### config.mk
export PLATFORM = sky130hd
export DESIGN_NAME = nearest_neighbor_engine_flat
export DESIGN_NICKNAME = d
export VERILOG_FILES = /design/src/rtl/nearest_neighbor_engine_if.sv /design/src/rtl/nearest_neighbor_engine.sv /design/src/flat_wrapper.sv
export SDC_FILE = /design/constraint.sdc
export NUM_CORES = 1
export LEC_CHECK = 0
export BUFFER_PORTS_ARGS = -buffer_cell sky130_fd_sc_hd__buf_2
export CORE_ASPECT_RATIO = 0.7
export CORE_MARGIN = 5
export CORE_UTILIZATION = 45
export DETAILED_ROUTE_END_ITERATION = 10
export PLACE_DENSITY = 0.66
export SYNTH_ARGS = -nofsm -noshare
export SYNTH_HDL_FRONTEND = slang
export SYNTH_SLANG_ARGS = --single-unit
export TNS_END_PERCENT = 1
### constraint.sdc
create_clock -name CLK -period 5.5 [get_ports CLK]
set_input_delay 0.55 -clock CLK [delete_from_list [all_inputs] [get_ports CLK]]
set_output_delay 0.55 -clock CLK [all_outputs]
set_load 0.005 [all_outputs]
### src/rtl/nearest_neighbor_engine_if.sv
`default_nettype none
// ============================================================================
// Module  : nearest_neighbor_engine_if
// Purpose : Control, source-read and destination-write bus of the NN scaler.
// Revision: 1.0
// ============================================================================
interface nearest_neighbor_engine_if #(
    parameter int PIX_W    = 8,
    parameter int R_ADDR_W = 15,
    parameter int W_ADDR_W = 19
);
    logic                START;
    logic                MODE;
    logic [1:0]          SHIFT_FACTOR;
    logic [R_ADDR_W-1:0] R_ADDR;
    logic                R_EN;
    logic [PIX_W-1:0]    R_DATA;
    logic [W_ADDR_W-1:0] W_ADDR;
    logic                W_EN;
    logic [PIX_W-1:0]    W_DATA;
    logic                BUSY;
    logic                DONE;

    modport master (
        output START, MODE, SHIFT_FACTOR, R_DATA,
        input  R_ADDR, R_EN, W_ADDR, W_EN, W_DATA, BUSY, DONE
    );

    modport slave (
        input  START, MODE, SHIFT_FACTOR, R_DATA,
        output R_ADDR, R_EN, W_ADDR, W_EN, W_DATA, BUSY, DONE
    );
endinterface
`default_nettype wire

### src/rtl/nearest_neighbor_engine.sv
`default_nettype none
// ============================================================================
// Module  : nearest_neighbor_engine
// Purpose : Power-of-two nearest-neighbour image scaler; NN_ZOOM_OUT_EN adds
//           the decimating (MODE=1) path, otherwise the engine only zooms in.
// Revision: 1.0
// ============================================================================
module nearest_neighbor_engine #(
    parameter int IMG_W_IN  = 160,
    parameter int IMG_H_IN  = 120,
    parameter int PIX_W     = 8,
    parameter int R_ADDR_W  = 15,
    parameter int W_ADDR_W  = 19,
    parameter int MAX_SHIFT = 2
) (
    input  wire logic                   CLK,
    input  wire logic                   RST_N,
    nearest_neighbor_engine_if.slave    bus
);

    localparam int W_MAX = IMG_W_IN << MAX_SHIFT;
    localparam int H_MAX = IMG_H_IN << MAX_SHIFT;
    localparam int XW    = $clog2(W_MAX + 1);
    localparam int YW    = $clog2(H_MAX + 1);

    localparam logic [XW-1:0]       C_W_IN   = XW'(IMG_W_IN);
    localparam logic [YW-1:0]       C_H_IN   = YW'(IMG_H_IN);
    localparam logic [XW-1:0]       C_X_ONE  = XW'(1);
    localparam logic [YW-1:0]       C_Y_ONE  = YW'(1);
    localparam logic [W_ADDR_W-1:0] C_P_ONE  = W_ADDR_W'(1);
    localparam logic [R_ADDR_W-1:0] C_STRIDE = R_ADDR_W'(IMG_W_IN);
    localparam logic [1:0]          C_MAX_S  = 2'(MAX_SHIFT);

    typedef enum logic [1:0] {
        IDLE   = 2'd0,
        RUN    = 2'd1,
        FLUSH  = 2'd2,
        FINISH = 2'd3
    } state_t;

    state_t              state_q;
    logic [1:0]          s_q;
    logic [XW-1:0]       x_q;
    logic [YW-1:0]       y_q;
    logic [W_ADDR_W-1:0] pix_q;
    logic                r_en_q;
    logic [R_ADDR_W-1:0] r_addr_q;
    logic                v1_q;
    logic [W_ADDR_W-1:0] a1_q;
    logic                w_en_q;
    logic [W_ADDR_W-1:0] w_addr_q;
    logic [PIX_W-1:0]    w_data_q;
    logic                busy_q;
    logic                done_q;

    logic [1:0]          w_s_new;
    logic [XW-1:0]       w_w_out;
    logic [YW-1:0]       w_h_out;
    logic                w_x_last;
    logic                w_y_last;
    logic [XW-1:0]       w_x_nxt;
    logic [YW-1:0]       w_y_nxt;
    logic [R_ADDR_W-1:0] w_raddr_zi;
    logic [R_ADDR_W-1:0] w_raddr_nxt;

`ifdef NN_ZOOM_OUT_EN
    logic                mode_q;
    logic [R_ADDR_W-1:0] w_raddr_zo;
`else
    logic                w_unused_mode;
    assign w_unused_mode = bus.MODE;
`endif

    assign w_s_new = (bus.SHIFT_FACTOR > C_MAX_S) ? C_MAX_S : bus.SHIFT_FACTOR;

    always_comb begin
        w_w_out     = C_W_IN << s_q;
        w_h_out     = C_H_IN << s_q;
        w_x_last    = (x_q == (w_w_out - C_X_ONE));
        w_y_last    = (y_q == (w_h_out - C_Y_ONE));
        w_x_nxt     = w_x_last ? '0 : (x_q + C_X_ONE);
        w_y_nxt     = w_x_last ? (y_q + C_Y_ONE) : y_q;
        w_raddr_zi  = R_ADDR_W'(w_y_nxt >> s_q) * C_STRIDE + R_ADDR_W'(w_x_nxt >> s_q);
        w_raddr_nxt = w_raddr_zi;
`ifdef NN_ZOOM_OUT_EN
        // Decimation: output coordinates never exceed IN>>s, so <<s stays in range.
        w_raddr_zo  = R_ADDR_W'(w_y_nxt << s_q) * C_STRIDE + R_ADDR_W'(w_x_nxt << s_q);
        if (mode_q) begin
            w_w_out     = C_W_IN >> s_q;
            w_h_out     = C_H_IN >> s_q;
            w_x_last    = (x_q == (w_w_out - C_X_ONE));
            w_y_last    = (y_q == (w_h_out - C_Y_ONE));
            w_x_nxt     = w_x_last ? '0 : (x_q + C_X_ONE);
            w_y_nxt     = w_x_last ? (y_q + C_Y_ONE) : y_q;
            w_raddr_zo  = R_ADDR_W'(w_y_nxt << s_q) * C_STRIDE + R_ADDR_W'(w_x_nxt << s_q);
            w_raddr_nxt = w_raddr_zo;
        end
`endif
    end

    always_ff @(posedge CLK) begin
        if (!RST_N) begin
            state_q  <= IDLE;
            s_q      <= '0;
            x_q      <= '0;
            y_q      <= '0;
            pix_q    <= '0;
            r_en_q   <= 1'b0;
            r_addr_q <= '0;
            v1_q     <= 1'b0;
            a1_q     <= '0;
            w_en_q   <= 1'b0;
            w_addr_q <= '0;
            w_data_q <= '0;
            busy_q   <= 1'b0;
            done_q   <= 1'b0;
`ifdef NN_ZOOM_OUT_EN
            mode_q   <= 1'b0;
`endif
        end else begin
            // Write pipeline: read strobe -> data-return stage -> registered write.
            v1_q   <= r_en_q;
            a1_q   <= pix_q;
            w_en_q <= v1_q;
            if (v1_q) begin
                w_addr_q <= a1_q;
                w_data_q <= bus.R_DATA;
            end

            case (state_q)
                IDLE: begin
                    done_q <= 1'b0;
                    if (bus.START) begin
                        state_q  <= RUN;
                        s_q      <= w_s_new;
`ifdef NN_ZOOM_OUT_EN
                        mode_q   <= bus.MODE;
`endif
                        x_q      <= '0;
                        y_q      <= '0;
                        pix_q    <= '0;
                        r_en_q   <= 1'b1;
                        r_addr_q <= '0;
                        busy_q   <= 1'b1;
                    end
                end
                RUN: begin
                    if (w_x_last && w_y_last) begin
                        state_q <= FLUSH;
                        r_en_q  <= 1'b0;
                    end else begin
                        x_q      <= w_x_nxt;
                        y_q      <= w_y_nxt;
                        pix_q    <= pix_q + C_P_ONE;
                        r_addr_q <= w_raddr_nxt;
                    end
                end
                FLUSH: begin
                    // Last write is on the bus once the return stage has drained.
                    if (!v1_q) begin
                        state_q <= FINISH;
                        busy_q  <= 1'b0;
                        done_q  <= 1'b1;
                    end
                end
                FINISH: begin
                    state_q <= IDLE;
                    done_q  <= 1'b0;
                end
                default: begin
                    state_q <= IDLE;
                end
            endcase
        end
    end

    assign bus.R_EN   = r_en_q;
    assign bus.R_ADDR = r_addr_q;
    assign bus.W_EN   = w_en_q;
    assign bus.W_ADDR = w_addr_q;
    assign bus.W_DATA = w_data_q;
    assign bus.BUSY   = busy_q;
    assign bus.DONE   = done_q;

endmodule
`default_nettype wire

### src/flat_wrapper.sv
// flat-port wrapper written by rule: the top's interface ports become plain ports
module nearest_neighbor_engine_flat 
#(
    parameter int IMG_W_IN  = 160,
    parameter int IMG_H_IN  = 120,
    parameter int PIX_W     = 8,
    parameter int R_ADDR_W  = 15,
    parameter int W_ADDR_W  = 19,
    parameter int MAX_SHIFT = 2
)
  (CLK, RST_N, bus_START, bus_MODE, bus_SHIFT_FACTOR, bus_R_DATA, bus_R_ADDR, bus_R_EN, bus_W_ADDR, bus_W_EN, bus_W_DATA, bus_BUSY, bus_DONE);
  nearest_neighbor_engine_if #(.PIX_W(PIX_W), .R_ADDR_W(R_ADDR_W), .W_ADDR_W(W_ADDR_W)) bus_i ();
  input  wire logic CLK;
  input  wire logic RST_N;
  input wire logic [$bits(bus_i.START)-1:0] bus_START;
  input wire logic [$bits(bus_i.MODE)-1:0] bus_MODE;
  input wire logic [$bits(bus_i.SHIFT_FACTOR)-1:0] bus_SHIFT_FACTOR;
  input wire logic [$bits(bus_i.R_DATA)-1:0] bus_R_DATA;
  output wire logic [$bits(bus_i.R_ADDR)-1:0] bus_R_ADDR;
  output wire logic [$bits(bus_i.R_EN)-1:0] bus_R_EN;
  output wire logic [$bits(bus_i.W_ADDR)-1:0] bus_W_ADDR;
  output wire logic [$bits(bus_i.W_EN)-1:0] bus_W_EN;
  output wire logic [$bits(bus_i.W_DATA)-1:0] bus_W_DATA;
  output wire logic [$bits(bus_i.BUSY)-1:0] bus_BUSY;
  output wire logic [$bits(bus_i.DONE)-1:0] bus_DONE;
  assign bus_i.START = bus_START;
  assign bus_i.MODE = bus_MODE;
  assign bus_i.SHIFT_FACTOR = bus_SHIFT_FACTOR;
  assign bus_i.R_DATA = bus_R_DATA;
  assign bus_R_ADDR = bus_i.R_ADDR;
  assign bus_R_EN = bus_i.R_EN;
  assign bus_W_ADDR = bus_i.W_ADDR;
  assign bus_W_EN = bus_i.W_EN;
  assign bus_W_DATA = bus_i.W_DATA;
  assign bus_BUSY = bus_i.BUSY;
  assign bus_DONE = bus_i.DONE;
  nearest_neighbor_engine #(.IMG_W_IN(IMG_W_IN), .IMG_H_IN(IMG_H_IN), .PIX_W(PIX_W), .R_ADDR_W(R_ADDR_W), .W_ADDR_W(W_ADDR_W), .MAX_SHIFT(MAX_SHIFT)) u_core (.CLK(CLK), .RST_N(RST_N), .bus(bus_i));
endmodule
### Word-level counts from Yosys, hierarchy flattened

Cells that the tools add are included.

* multiplexer cells: 26
* reduce and logical (&&, ||, !) cells: 12
* $add $sub $neg: 6
* equality and inequality tests: 9
* $mul: 1
* shifts and indexed selects: 4
* $lt $le $gt $ge: 1

Operators with widths (number)
* 19-bit two-way mux: 2
* 19-bit one-hot mux with 2 select lines: 1
* 10-bit two-way mux: 3
* 15-bit two-way mux: 2
* 15-bit one-hot mux with 2 select lines: 1
* 9-bit two-way mux: 3
* 10-bit one-hot mux with 2 select lines: 1
* 19-bit by 1-bit adder with 19-bit output, second input constant: 1
* 9-bit one-hot mux with 2 select lines: 1
* 15-bit adder: 1
* 15-bit by 3-bit multiplier with 10-bit output, second input constant: 1
* 10-bit by 2-bit >> shifter with 15-bit output: 1
* 9-bit by 2-bit >> shifter with 15-bit output: 1
* 3-bit AND reduction: 4
* 10-bit by 1-bit adder with 10-bit output, second input constant: 1
* 10-bit == test: 1
* 8-bit by 2-bit left shift with 10-bit output, first input constant: 1
* 10-bit by 1-bit subtractor with 10-bit output, second input constant: 1
* 9-bit by 1-bit adder with 9-bit output, second input constant: 1
* 9-bit == test: 1
* 7-bit by 2-bit left shift with 9-bit output, first input constant: 1
* 9-bit by 1-bit subtractor with 9-bit output, second input constant: 1
* 2-bit two-way mux: 4
* 2-bit one-hot mux with 4 select lines: 1
* other kinds (12): 23

* output and inout bits: 46
* register bits after elaboration: 108
* logic and storage cells: 73

### Depth between registers and ports, before layout

Gate-level depths: netlist (run 1).

* depth in word-level cells: 9
* gate-level depth with buffers: 22
* mapped depth without buffers: 19

### Least setup slack after synthesis (run 1)

Ideal clock, no wire load.

* path kind: reg-to-reg
* from: register u_core.s_q[0]
* to: register u_core.r_addr_q[14], in the netlist u_core.bus.R_ADDR[14]
* setup slack: 107 ps
* arrival: 5320 ps
* stages on the path, launching flop included: 23
* required time: 5427 ps
* clock period less this slack: 5393 ps
* setup time: 73 ps
* path through: dfxtp_1 > buf_2 > inv_1 > clkbuf_1 > ha_1 > xnor3_2 > or2_1 > buf_6 > or3_1 > clkbuf_1 > xnor2_1 > mux2i_1 > mux2i_1 > ha_1 > ha_1 > fa_1 > nand3_1 > a21oi_1 > or4b_2 > nand3_1 > xnor2_1 > or3b_1 > o211ai_2

* word-level cells in the longest chain between the ends: 9
* elaborated cells between the ends (all ways): 17
* those cells by class: add/sub (3); mul (1); eq/ne (3); shift (4); mux (4); reduce/logical (2)

RTL lines
* start, declared: RTL line nearest_neighbor_engine.sv:42 `logic [1:0] s_q;`
* start signal, assigned: RTL line nearest_neighbor_engine.sv:135 `s_q <= w_s_new;`
* 8-bit by 2-bit left shift with 10-bit output: RTL line nearest_neighbor_engine.sv:77 `w_w_out = C_W_IN << s_q;`
* 10-bit by 1-bit subtractor with 10-bit output: RTL line nearest_neighbor_engine.sv:79 `w_x_last = (x_q == (w_w_out - C_X_ONE));`
* 10-bit == test: RTL line nearest_neighbor_engine.sv:79
* 9-bit two-way mux: RTL line nearest_neighbor_engine.sv:82 `w_y_nxt = w_x_last ? (y_q + C_Y_ONE) : y_q;`
* 9-bit by 2-bit >> shifter with 15-bit output: RTL line nearest_neighbor_engine.sv:83 `w_raddr_zi = R_ADDR_W'(w_y_nxt >> s_q) * C_STRIDE + R_ADDR_W'(w_x_nxt >> s_q);`
* 15-bit by 3-bit multiplier with 10-bit output: RTL line nearest_neighbor_engine.sv:83
* 15-bit adder: RTL line nearest_neighbor_engine.sv:83
* 15-bit two-way mux: RTL line nearest_neighbor_engine.sv:148 `if (w_x_last && w_y_last) begin`
* 15-bit one-hot mux with 2 select lines: RTL line nearest_neighbor_engine.sv:130 `case (state_q)`
* end signal, assigned: RTL line nearest_neighbor_engine.sv:155 `r_addr_q <= w_raddr_nxt;`
* end, declared: RTL line nearest_neighbor_engine.sv:47 `logic [R_ADDR_W-1:0] r_addr_q;`

Parallel ways exist; a longest one is shown, timed or not. The select of a mux whose other input is x is not followed.
A chain may end at the register's enable or synchronous reset.

### Worst setup path after layout (run 1)

* from: register u_core.s_q[1]
* to: register u_core.r_addr_q[14], in the netlist u_core.bus.R_ADDR[14]

Same word-level chain as after synthesis.

==> results of run 1 <==
-- final cells by class --
class,instances,area (µm²),area share
inverters,11,41.3,0.00618
clock buffers,9,225,0.0337
flip-flops and latches,108,2160,0.324
clock inverters,7,82.6,0.0124
well taps,166,208,0.0311
repair buffers,71,388,0.0581
multi-input cells,520,3570,0.535
-- report_power, final --
| group | internal (mW) | switching, mW | total [mW] |
|---|---|---|---|
| clock network | 0.361 | 0.305 | 0.666 |
| logic | 0.188 | 0.351 | 0.538 |
| registers | 0.820 | 0.0512 | 0.871 |
| total | 1.37 | 0.706 | 2.08 |
-- cell usage after synthesis, types with 14 or more instances --
library cell	count
dfxtp_1	108
nand2_1	54
nor2_1	49
nor2b_1	47
mux2i_1	40
nand3_1	37
o21ai_0	36
clkbuf_1	30
ha_1	30
xor2_1	29
a21oi_1	28
and2_1	26
xnor2_1	19
a21boi_0	14
-- final timing paths --
check	start	endpoint
worst min-delay path	u_core.bus.R_ADDR[3]$_SDFFE_PN0P_	u_core.bus.R_ADDR[3]$_SDFFE_PN0P_
worst max-delay path	u_core.s_q[1]$_SDFFE_PN0P_	u_core.bus.R_ADDR[14]$_SDFFE_PN0P_
worst min register to register	u_core.bus.R_ADDR[3]$_SDFFE_PN0P_	u_core.bus.R_ADDR[3]$_SDFFE_PN0P_
worst max register to register	u_core.s_q[1]$_SDFFE_PN0P_	u_core.bus.R_ADDR[14]$_SDFFE_PN0P_
-- cells by family (layout without fill, tap and decap cells) --
| family | Yosys count | after routing |
|---|---|---|
| xor gates and xnor gates | 49 | 49 |
| muxes | 44 | 44 |
| DFF | 108 | 108 |
| and+or+nand+nor | 271 | 271 |
| buffers and inverters | 57 | 98 |
| adders and majority gates | 32 | 32 |
| AOI/OAI and AO/OA | 124 | 124 |
-- worst max-delay path, cell delays in order (launching register included) --
cell and delay, ns:
dfxtp_1 0.32, inv_1 0.11, buf_4 0.23, ha_1 0.22, xnor3_2 0.28, or2_1 0.31, buf_4 0.19, nor4_4 0.33
buf_4 0.19, a21oi_1 0.07, a311oi_2 0.31, mux2_2 0.24, ha_1 0.23, ha_1 0.35, a21oi_1 0.21, a21oi_1 0.14
or4b_2 0.62, nand3_1 0.12, xnor2_1 0.18, or3b_1 0.41, o211ai_2 0.07
-- repair_timing --
item	4_1_cts	5_1_grt
setup buffers	0	2
resized for setup	0	6
endpoints found under the setup margin	0	1
-- cell usage in the layout (no fill, tap or decap), drive strengths merged, types with 3 or more instances in the layout --
cell type  count
a211o          3
a211oi         6
a21boi        16
a21o           5
a21oi         28
a22oi          5
a31oi          3
and2          26
and3           6
buf           71
clkbuf         9
dfxtp        108
ha            30
inv           14
mux2           4
mux2i         40
nand2         54
nand3         37
nand4         10
nor2          50
nor2b         47
nor3          13
nor4           7
o211ai         6
o21a           3
o21ai         36
o22ai          3
or2            6
xnor2         19
xor2          29
-- routing by layer --
layer | up-vias | GRT usage | part of all wire
met5 | - | 0 | 0
met4 | 0 | 0.0499 | 0.015
met3 | 14 | 0.0430 | 0.066
met2 | 131 | 0.262 | 0.41
met1 | 2318 | 0.257 | 0.51
li1 | 2452 | - | -
-- registers in the layout (all words and copies together) (netlist names) --
| register | count |
|---|---|
| u_core.y_q | 9 |
| u_core.state_q | 2 |
| u_core.s_q | 2 |
| u_core.v1_q | 1 |
| u_core.bus.R_EN | 1 |
| u_core.bus.W_EN | 1 |
| u_core.bus.R_ADDR | 15 |
| u_core.bus.W_DATA | 8 |
| u_core.bus.W_ADDR | 19 |
| u_core.x_q | 10 |
| u_core.bus.BUSY | 1 |
| u_core.a1_q | 19 |
| u_core.bus.DONE | 1 |
| u_core.pix_q | 19 |
-- stage by stage --
stage,utilization,hold WS (ns),std cells
2_1_floorplan,-,0.450,685
3_3_place_gp,0.485,0.442,874
3_5_place_dp,0.485,0.447,874
4_1_cts,0.509,0.455,890
5_1_grt,0.512,0.456,892
6_report,0.512,0.453,892
==> flow_summary.toml, run 1 <==
[critical_path]
cp-start-kind = "flop"
cp.required_ns = 5.78
worstRegToRegCells = 20
r2r_setup_slack_ns = 0.32
worstSetupPathType = "flop to flop"
end_kind = "flop"
crit_path_max_fanout = 11
crit_arrival_ns = 5.46

[sta]
fin_crit_ns = 5.18
rsz0062_at_grt = "false"
fin_skew_ns = 0.00610
setup_viol = 0
post-route-period-util = 0.942
hold_violations = 0
relSlewSlack = 0.166
fmax_mhz = 193
setup-tns-final_ns = 0
slew_violations = 0
fin_ws_ns = 0.317
worst_pin_slew_ns = 1.25

[synth]
yosys.cell_types.count = 65
postSynth.asyncResetShare = 0
synth_adder_area_share = 0.0697
synth_top_cells_by_area = "dfxtp_1 (36%), mux2i_1 (6.7%), ha_1 (6.3%)"
synthCells = 685
synth-simple-area-share = 0.242
synthFlopType = "dfxtp_1"
syn_nets = 731
synth_top_area_share = 0.363
synth_xor_xnor_area_share = 0.0745
yosysWarnings = 0
ys_seq_area_frac = 0.363
syn_avg_cell_area_um2 = 8.70
syn_area_um2 = 5960
synth-compound-area-share = 0.134
synth_edf_count = 0
synth_top_family_by_area = "simple AND/OR/NAND/NOR gates"
synth_mux_area_frac = 0.0747
synth.ff_latch_count = 108
synth_top_area_cell = "dfxtp_1"

[clocking]
ctsHtreeMaxLevel = 3
cts_tree = "yes"
cts.path.max_buffers = 2
cts_buffers = 9
clkLatencyLatePin_ns = 0.34
root_buffer = "clkbuf_16"
clock-sinks = 108
clk_pin_slew_ns = 0.07
cts_hold_buf = 0

[floorplan]
die_w_um = 148
initial_core_util = 0.457
die_area_um2 = 15700
die_h_um = 106
core_area_um2 = 13100
num_io_pins = 60
rows = 35

[routing]
drt_iter0_markers = 344
finalWirelength_mm = 13.6
post-route-drc-count = 0
viasPerCell = 5.51
antenna_left = 0
wl_per_cell_um = 15.3
num_vias = 4915
firstDrtPassIters = 5

[worst_hold_path]
min_path_type = "flop to flop"
hold_depth = 2

[placement]
dpl_cell_area_um2 = 6330
gp_congestion = 0.909
io_buffers = 58
dpl.hpwl_mm = 9.71
pre_cts_ws_ns = 0.191

[job]
maxCapViolCount = 0

[power]
finalPower_mw = 2.08
p_per_area_nw_per_um2 = 311
power.leakage_nw = 2.75
ir_drop_mv = 0.157

[global_routing]
grt_pass1_vias = 4685
overflow = 0
grt_pass1_wl_mm = 23.0
antenna_found_initial = 0
grt_usage = 0.177
grt_max_degree = 49

[finish]
finalInstanceArea_um2 = 6680
nets = 767
syn2layout_area_growth_pct = 12.1
diodes = 0
drive_above_1_share = 0.158
fillerInstances = 1208

[outcome]
status = "finished clean"
No activity file was read; power rests on OpenSTA's default activity.
==> run 2, diff against run 1 <==
- ABC_AREA: unset -> 1
- MAX_ROUTING_LAYER: unset -> met4
==> run 2 against run 1 <==
Critical path depth grew 8. Highest routed layer unchanged. Largest power group is now combinational cells. Total power rose by 33%. Cell area down 1.7%. Flip-flop and latch count unchanged.
==> flow_summary.toml, run 2 <==
[synth]
synth_edf_count = 0
synthFlopType = "dfxtp_1"
synth.ff_latch_count = 108
yosys.cell_types.count = 48
synthTopCellsByCount = "nand2_1 (172), nor2_1 (113), dfxtp_1 (108)"
syn_avg_cell_area_um2 = 7.08
syn_area_um2 = 5930
postSynth.asyncResetShare = 0
synth_top_area_share = 0.365
syn_nets = 884
synthCells = 838
yosysWarnings = 0
synth_most_common_cell = "nand2_1"
ys_seq_area_frac = 0.365
synth_top_cells_by_area = "dfxtp_1 (36%), nand2_1 (11%), nor2_1 (7.2%)"
synth_top_area_cell = "dfxtp_1"

[sta]
rsz0062_at_grt = "false"
relSlewSlack = 0.577
fin_skew_ns = 0.00921
post-route-period-util = 0.892
whs_ns = 0.411
hold_violations = 0
worst_pin_slew_ns = 0.629
fmax_mhz = 204
setup_viol = 0
fin_crit_ns = 4.91
setup-tns-final_ns = 0
slew_violations = 0

[floorplan]
die_area_um2 = 15600
die_w_um = 147
num_io_pins = 60
initial_core_util = 0.454
core_area_um2 = 13100
rows = 35
die_h_um = 106

[power]
p_per_area_nw_per_um2 = 419
ir_drop_mv = 0.190
power.leakage_nw = 3.15

[critical_path]
cp-start-kind = "flop"
r2r-start = "u_core.s_q[0]$_SDFFE_PN0P_"
crit_arrival_ns = 5.18
crit_path_max_fanout = 5
end_kind = "flop"
cp_slowest_cell = "fa_1"
startpoint = "u_core.s_q[0]$_SDFFE_PN0P_"
crit_family = "adder cells"
worst-path-buf-inv = 4
worstSetupPathType = "flop to flop"
cpPeakStageDelay_ns = 0.44
cp.required_ns = 5.78
critPathMostFrequentCell = "nand2_1"

[finish]
fillerInstances = 1334
final_common_cell = "nand2_1"
regArea_um2 = 2160
multi_input_area_um2 = 3210
layout_common_cells = "nand2_1 (172), nor2_1 (113), dfxtp_1 (108), inv_1 (79), buf_2 (58)"
syn2layout_area_growth_pct = 10.7
nets = 921
drive_above_1_share = 0.134
diodes = 0

[global_routing]
overflow = 0
grt_pass1_wl_mm = 24.4
grt_usage = 0.192
antenna_found_initial = 0
grt_pass1_vias = 4966
grt_max_degree = 61

[clocking]
cts_buffers = 9
cts-resized-gates = 0
cts_tree = "yes"
cts_hold_buf = 0
cts.path.max_buffers = 2
cts_setup_buffers = 0
root_buffer = "clkbuf_16"
clock-sinks = 108
clkLatencyLatePin_ns = 0.35
clk_pin_slew_ns = 0.08
ctsHtreeMaxLevel = 3

[worst_hold_path]
hp-start = "bus_R_DATA[7]"
min_path_type = "primary input to flop"

[routing]
firstDrtPassIters = 6
viasPerCell = 5.12
drt_iter0_markers = 541
num_vias = 5348
antenna_left = 0
wl_per_cell_um = 13.5
post-route-drc-count = 0
finalWirelength_mm = 14.2

[placement]
dpl.hpwl_mm = 9.91
gp_congestion = 0.938
io_buffers = 58

[job]
maxCapViolCount = 0

[outcome]
status = "finished clean"
run 2: worst paths after layout:
kind	end	slack, ns	depth (start not counted)
setup reg to reg	u_core.bus.R_ADDR[14]$_SDFFE_PN0P_	0.59	28
hold reg to reg	u_core.a1_q[3]$_SDFF_PN0_	0.44	2
hold / removal	u_core.bus.W_DATA[7]$_SDFFE_PN0P_	0.41	3
setup / recovery	u_core.bus.R_ADDR[14]$_SDFFE_PN0P_	0.59	28
run 2: report_power, final:
group | internal (mW) | total (mW) | leakage (nW) | switching, mW
registers | 0.899 | 0.995 | 0.877 | 0.0958
logic | 0.367 | 1.12 | 2.13 | 0.756
clock network | 0.315 | 0.635 | 0.135 | 0.320
total | 1.58 | 2.75 | 3.15 | 1.17
run 2: cell type report:
cell class / count / area share
tap: 166 / 0.0316
sequential: 108 / 0.329
multi-input combinational: 597 / 0.489
clock buffer: 9 / 0.0343
inverter: 92 / 0.0530
clock inverter: 6 / 0.00819
timing repair buffer: 67 / 0.0545
run 2: per-layer routing:
metal,vias up,part of all wire,track usage
met3,15,0.066,0.0418
met1,2394,0.54,0.288
met5,-,0,-
met2,133,0.38,0.258
li1,2806,-,-
met4,0,0.014,0.0485
run 2: worst register-to-register path, delay by kind of cell, from the launching register on:
family | cells | cell delay, ns
AOI/OAI and AO/OA | 4 | 0.61
xor gates and xnor gates | 1 | 0.36
adders and majority gates | 5 | 1.62
buffers and inverters | 4 | 0.40
DFF | 1 | 0.41
and+or+nand+nor | 14 | 1.41
run 2: per-stage QoR:
| step | area [µm²] | utilization | power (mW) | std cells | setup WS (ns) |
|---|---|---|---|---|---|
| floorplan | 5930 | - | 1.88 | 838 | 0.687 |
| global placement | 6290 | 0.482 | 2.12 | 1030 | 0.719 |
| detailed placement | 6290 | 0.482 | 2.13 | 1030 | 0.650 |
| global route | 6570 | 0.503 | 2.96 | 1045 | 0.0400 |
| finish | 6570 | 0.503 | 2.75 | 1045 | 0.594 |
| CTS | 6570 | 0.503 | 2.76 | 1045 | 0.605 |
run 2: cells by family (layout without fill, tap and decap cells):
group / count (synthesis) / after routing / share of synthesized area
AND/OR/NAND/NOR: 383 / 383 / 0.281
AO/OA/AOI/OAI: 153 / 153 / 0.147
buffers and inverters: 133 / 174 / 0.0937
flip-flops: 108 / 108 / 0.365
adder cells (fa/ha/maj): 32 / 32 / 0.0701
XOR/XNOR: 27 / 27 / 0.0399
multiplexers: 2 / 2 / 0.00401
